--- src/rtl/green_commit_stage.sv ---
// Commit stage behind the green block: optional data-memory store, then PC commit with redirect/retire pulses.
// Optional store timeout enabled by defining GREEN_MEM_TIMEOUT_EN.
module green_commit_stage #(
    parameter int            DW       = 16,
    parameter int            AW       = 16,
    parameter logic [AW-1:0] RESET_PC = '0,
    parameter int            TIMEOUT  = 15
) (
    input  logic          clk,
    input  logic          rst_n,
    input  logic          in_valid,
    output logic          in_ready,
    input  logic [DW-1:0] ra_in,
    input  logic [DW-1:0] rb_in,
    input  logic          we_in,
    input  logic          br_in,
    output logic          mem_req,
    output logic [AW-1:0] mem_addr,
    output logic [DW-1:0] mem_wdata,
    input  logic          mem_ack,
    output logic [AW-1:0] pc,
    output logic          redirect,
    output logic          retire,
    output logic          err
);

    typedef enum logic [1:0] {
        IDLE,
        MEM,
        COMMIT
    } state_t;

    state_t        state, state_nxt;
    logic          accept;
    logic          tmo_hit;
    logic          mem_exit;
    logic [AW-1:0] tgt_l;
    logic          br_l;

    assign in_ready = (state == IDLE);
    assign accept   = in_valid & in_ready;

    always_ff @(posedge clk or negedge rst_n) begin
        if (!rst_n) begin
            state <= IDLE;
        end else begin
            state <= state_nxt;
        end
    end

    always_comb begin
        state_nxt = state;
        mem_exit  = 1'b0;
        case (state)
            IDLE: begin
                if (accept) begin
                    state_nxt = we_in ? MEM : COMMIT;
                end
            end
            MEM: begin
                // an ack on the timeout cycle still counts as a completed store
                if (mem_ack || tmo_hit) begin
                    mem_exit  = 1'b1;
                    state_nxt = COMMIT;
                end
            end
            COMMIT: begin
                state_nxt = IDLE;
            end
            default: begin
                state_nxt = IDLE;
            end
        endcase
    end

    always_ff @(posedge clk or negedge rst_n) begin
        if (!rst_n) begin
            pc        <= RESET_PC;
            mem_req   <= 1'b0;
            mem_addr  <= '0;
            mem_wdata <= '0;
            redirect  <= 1'b0;
            retire    <= 1'b0;
            tgt_l     <= '0;
            br_l      <= 1'b0;
        end else begin
            retire   <= 1'b0;
            redirect <= 1'b0;
            if (accept) begin
                tgt_l <= ra_in[AW-1:0];
                br_l  <= br_in;
                if (we_in) begin
                    mem_req   <= 1'b1;
                    mem_addr  <= ra_in[AW-1:0];
                    mem_wdata <= rb_in;
                end
            end
            if (mem_exit) begin
                mem_req <= 1'b0;
            end
            if (state == COMMIT) begin
                pc       <= br_l ? tgt_l : pc + AW'(1);
                retire   <= 1'b1;
                redirect <= br_l;
            end
        end
    end

`ifdef GREEN_MEM_TIMEOUT_EN
    localparam int TW = (TIMEOUT < 2) ? 1 : $clog2(TIMEOUT + 1);

    logic [TW-1:0] tmo_cnt;
    logic          err_q;

    assign tmo_hit = (state == MEM) && !mem_ack && (tmo_cnt == TW'(TIMEOUT - 1));
    assign err     = err_q;

    always_ff @(posedge clk or negedge rst_n) begin
        if (!rst_n) begin
            tmo_cnt <= '0;
            err_q   <= 1'b0;
        end else begin
            if (accept) begin
                tmo_cnt <= '0;
            end else if (state == MEM && !mem_ack) begin
                tmo_cnt <= tmo_cnt + TW'(1);
            end
            if (tmo_hit) begin
                err_q <= 1'b1;
            end
        end
    end
`else
    assign tmo_hit = 1'b0;
    assign err     = 1'b0;
`endif

endmodule

--- config.mk ---
export PLATFORM = sky130hd
export DESIGN_NAME = green_commit_stage
export DESIGN_NICKNAME = d
export VERILOG_FILES = /design/src/rtl/green_commit_stage.sv
export SDC_FILE = /design/constraint.sdc
export NUM_CORES = 1
export LEC_CHECK = 0
export ABC_AREA = 0
export BUFFER_PORTS_ARGS = -buffer_cell sky130_fd_sc_hd__buf_4
export CAP_MARGIN = 40
export CORE_ASPECT_RATIO = 0.5
export CORE_UTILIZATION = 42
export DETAILED_ROUTE_END_ITERATION = 7
export GPL_TIMING_DRIVEN = 0
export PLACE_DENSITY = 0.67
export SLEW_MARGIN = 20
export SYNTH_ARGS = -nofsm -noshare
export SYNTH_HDL_FRONTEND = slang
export SYNTH_SLANG_ARGS = --single-unit
--- constraint.sdc ---
create_clock -name clk -period 2.35 [get_ports clk]
set_input_delay 0.1175 -clock clk [delete_from_list [all_inputs] [get_ports clk]]
set_output_delay 0.1175 -clock clk [all_outputs]
set_load 0.02 [all_outputs]
==> out/summary.md <==
• outcome: finished clean
• smallest setup slack after layout: 0.384 ns
• cell types with the largest area share after synthesis: dfrtp_1, mux2_2, o21ai_0, a21oi_1, nor2_1
• endpoint class of the critical path: register
• unrepaired setup endpoints after global routing: no
• delay of the slowest cell on the worst path: 0.55 ns
• library cells used by synthesis: 42
• maximum number of pins on one net before global-route repair: 58
• TritonCTS Sinks: 70
• Inserted Diodes: 0
• starting density of the core: 0.443
• Cells on Worst Hold Path: 2
• highest-delay cell along the critical path: or4_4
• total buffers and inverters traversed by the critical path: 0
• clock root buffer master: clkbuf_16
• most frequent cells in the layout: buf_4, dfrtp_1, mux2_2
• clock period minus worst slack: 1.97 ns
• number of cells traversed by the worst register-to-register path: 4
• Post-synth EDFFs: 0
• Detailed Routing Iterations Pass 1: 4
• maximum operating frequency: 0.509 GHz
• register-to-register setup slack: 0.38 ns
• width of the die: 122 µm
• CTS tree: yes
• global-route total usage across every layer: 0.205
• largest vdd supply drop: 592 µV
• wire length of the first global-routing pass: 11400 µm
• die area: 0.00757 mm²
• total power per unit cell area: 1200 mW/mm²
• number of gates resized after CTS: 0
• number of warnings printed during yosys synthesis: 0
• vias in the first global route: 2360
• starting DRC count in detailed routing: 85
• placement row count: 21
• clock input transition at the sequential cells of the worst setup and hold paths: 0.05 ns
• number of H-tree levels: 3
• total power: 0.00496 W
• most common cell after layout, fill and taps aside: buf_4
• startpoint of the worst hold path: rb_in[0]
• Setup TNS Final: 0 ns
• Reg2Reg Capture Point: pc[14]
• area fraction of the dominant cell type after synthesis: 0.579
• largest area contributor in the synthesized netlist: dfrtp_1
• worst-case setup slack after placement: 0.391 ns
• hold worst-path end: mem_wdata[0]
• proportion of synthesized flip-flops having asynchronous set or reset: 1.00
• reg-to-reg startpoint: pc[0]
• fraction of layout instances using a drive strength above 1: 0.459
• aggregate routed wire length: 6940 µm
• Worst Path Arrival: 2.18 ns
• measured slew at the worst slew-check pin: 0.541 ns
• clock tree skew after final layout: 0.00527 ns
• maximum capacitance violations: 0
• number of nets in the layout: 388
• # port buffers: 89
• post-synthesis sequential area ratio: 0.579
• Worst EP required: 2.57 ns
• top-level port count: 91
• syn avg cell area: 12.3 µm²
• core footprint: 0.00683 mm²
• total DRC errors in the routed layout: 0
• detail-routed via count per cell: 5.24
• kind of start point of the critical path: register
• Leak Pwr: 1.87 nW
• antenna violations before repair: 0
• relative area change from synthesis to final layout: 36.7%
• detailed-route via count: 2332
• detail-routed net length per standard cell: 15.6 µm
• Die Ht: 62.0 µm
• synthesized netlist net count: 284
• placed wire-length estimate after detailed placement: 4920 µm
• Max-slew headroom: 0.640
• total count of max-transition violations in the final report: 0
• Hold Path Class: input pin to register
• worst hold-check slack: 0.0153 ns
• fin crit share: 0.836
• worst skew pair latency: 0.33 ns
• family with the most delay on the worst path: simple AND/OR/NAND/NOR gates
• post-route antenna net violation count: 0
• dominant synthesized flop cell: dfrtp_1
• netlist area before placement: 0.00303 mm²
• total setup violations reported at the end of the flow: 0
• overall overflow remaining after global route: 0
• final weighted congestion of routability-driven global placement: 0.815
• cells along the critical path: ha_1, nand4_4, or4_4, a311o_1
• Max Root-Sink Buffers: 2
• number of synthesized register bits: 70
• Hold Violations, Final: 0
• category of the most critical setup path: register to register
• top fanout value on the critical path: 7
• number of instances in the synthesized netlist: 245
• TritonCTS buffer count: 9
==> metal layers <==
layer / global-route usage / part of all wire / vias to the layer above
met4: 0.0564 / 0.010 / 0
met5: 0 / 0 / -
met1: 0.254 / 0.44 / 1162
li1: - / - / 1100
met2: 0.344 / 0.49 / 64
met3: 0.0785 / 0.056 / 6
==> synth_stat cells (3+ instances only) <==
library cell,number
nand2_1,10
buf_2,6
a31oi_1,3
dfrtp_1,70
a2bb2oi_1,3
and3_1,3
mux2_2,48
a22oi_1,3
clkbuf_1,5
nor3_1,4
a21oi_1,10
o21ai_0,18
nor2_1,11
nand3_1,7
inv_1,7
nor4_1,4
==> how the worst max path moves through the flow <==
stage,startpoint,to,depth (start not counted),slack [ns]
4_1_cts,pc[0],pc[14],4,0.39
6_report,pc[0],pc[14],4,0.38
2_1_floorplan,pc[0],pc[14],4,0.40
5_1_grt,pc[0],pc[14],4,0.27
3_3_place_gp,pc[0],pc[14],4,0.42
3_5_place_dp,pc[0],pc[14],4,0.39
==> through the flow <==
stage          utilization  instances  area [µm²]
3_5_place_dp         0.562        427        3840
4_1_cts              0.605        445        4140
6_report             0.605        445        4140
3_3_place_gp         0.558        426        3810
5_1_grt              0.605        445        4140
2_1_floorplan            -        245        3030
==> cell families after synthesis <==
group | after synthesis | share of synthesized area
other | 1 | 0.00124
multiplexers | 49 | 0.182
buffers and inverters | 22 | 0.0310
flip-flops | 70 | 0.579
adder cells (fa/ha/maj) | 1 | 0.00413
AND/OR/NAND/NOR | 53 | 0.0997
AO/OA/AOI/OAI | 49 | 0.103
==> sequential cells by signal (all words and copies together), names as in the netlist <==
| name | count |
|---|---|
| tgt_l | 16 |
| mem_wdata | 16 |
| mem_addr | 16 |
| br_l | 1 |
| redirect | 1 |
| mem_req | 1 |
| pc | 16 |
| retire | 1 |
| state | 2 |
==> timing repair <==
action | in CTS | in global routing
endpoints found under the hold margin | 72 | 0
buffers inserted | 0 | 0
hold buffers | 3 | 0
==> where the power goes <==
| group | switching, W | total [W] | internal [W] |
|---|---|---|---|
| Clock | 0.000461 | 0.00122 | 0.000764 |
| Sequential | 0.000358 | 0.00197 | 0.00161 |
| Combinational | 0.000931 | 0.00177 | 0.000839 |
| Total | 0.00175 | 0.00496 | 0.00321 |
==> final cells by class <==
cell class	instances	area [µm²]
clock inverters	1	5.00
repair buffers	93	726
well taps	92	115
inverters	8	30.0
multi-input cells	153	1180
plain buffers	14	63.8
fillers	580	2700
clock buffers	14	264
flip-flops and latches	70	1750
No activity file was read; power rests on OpenSTA's default activity.
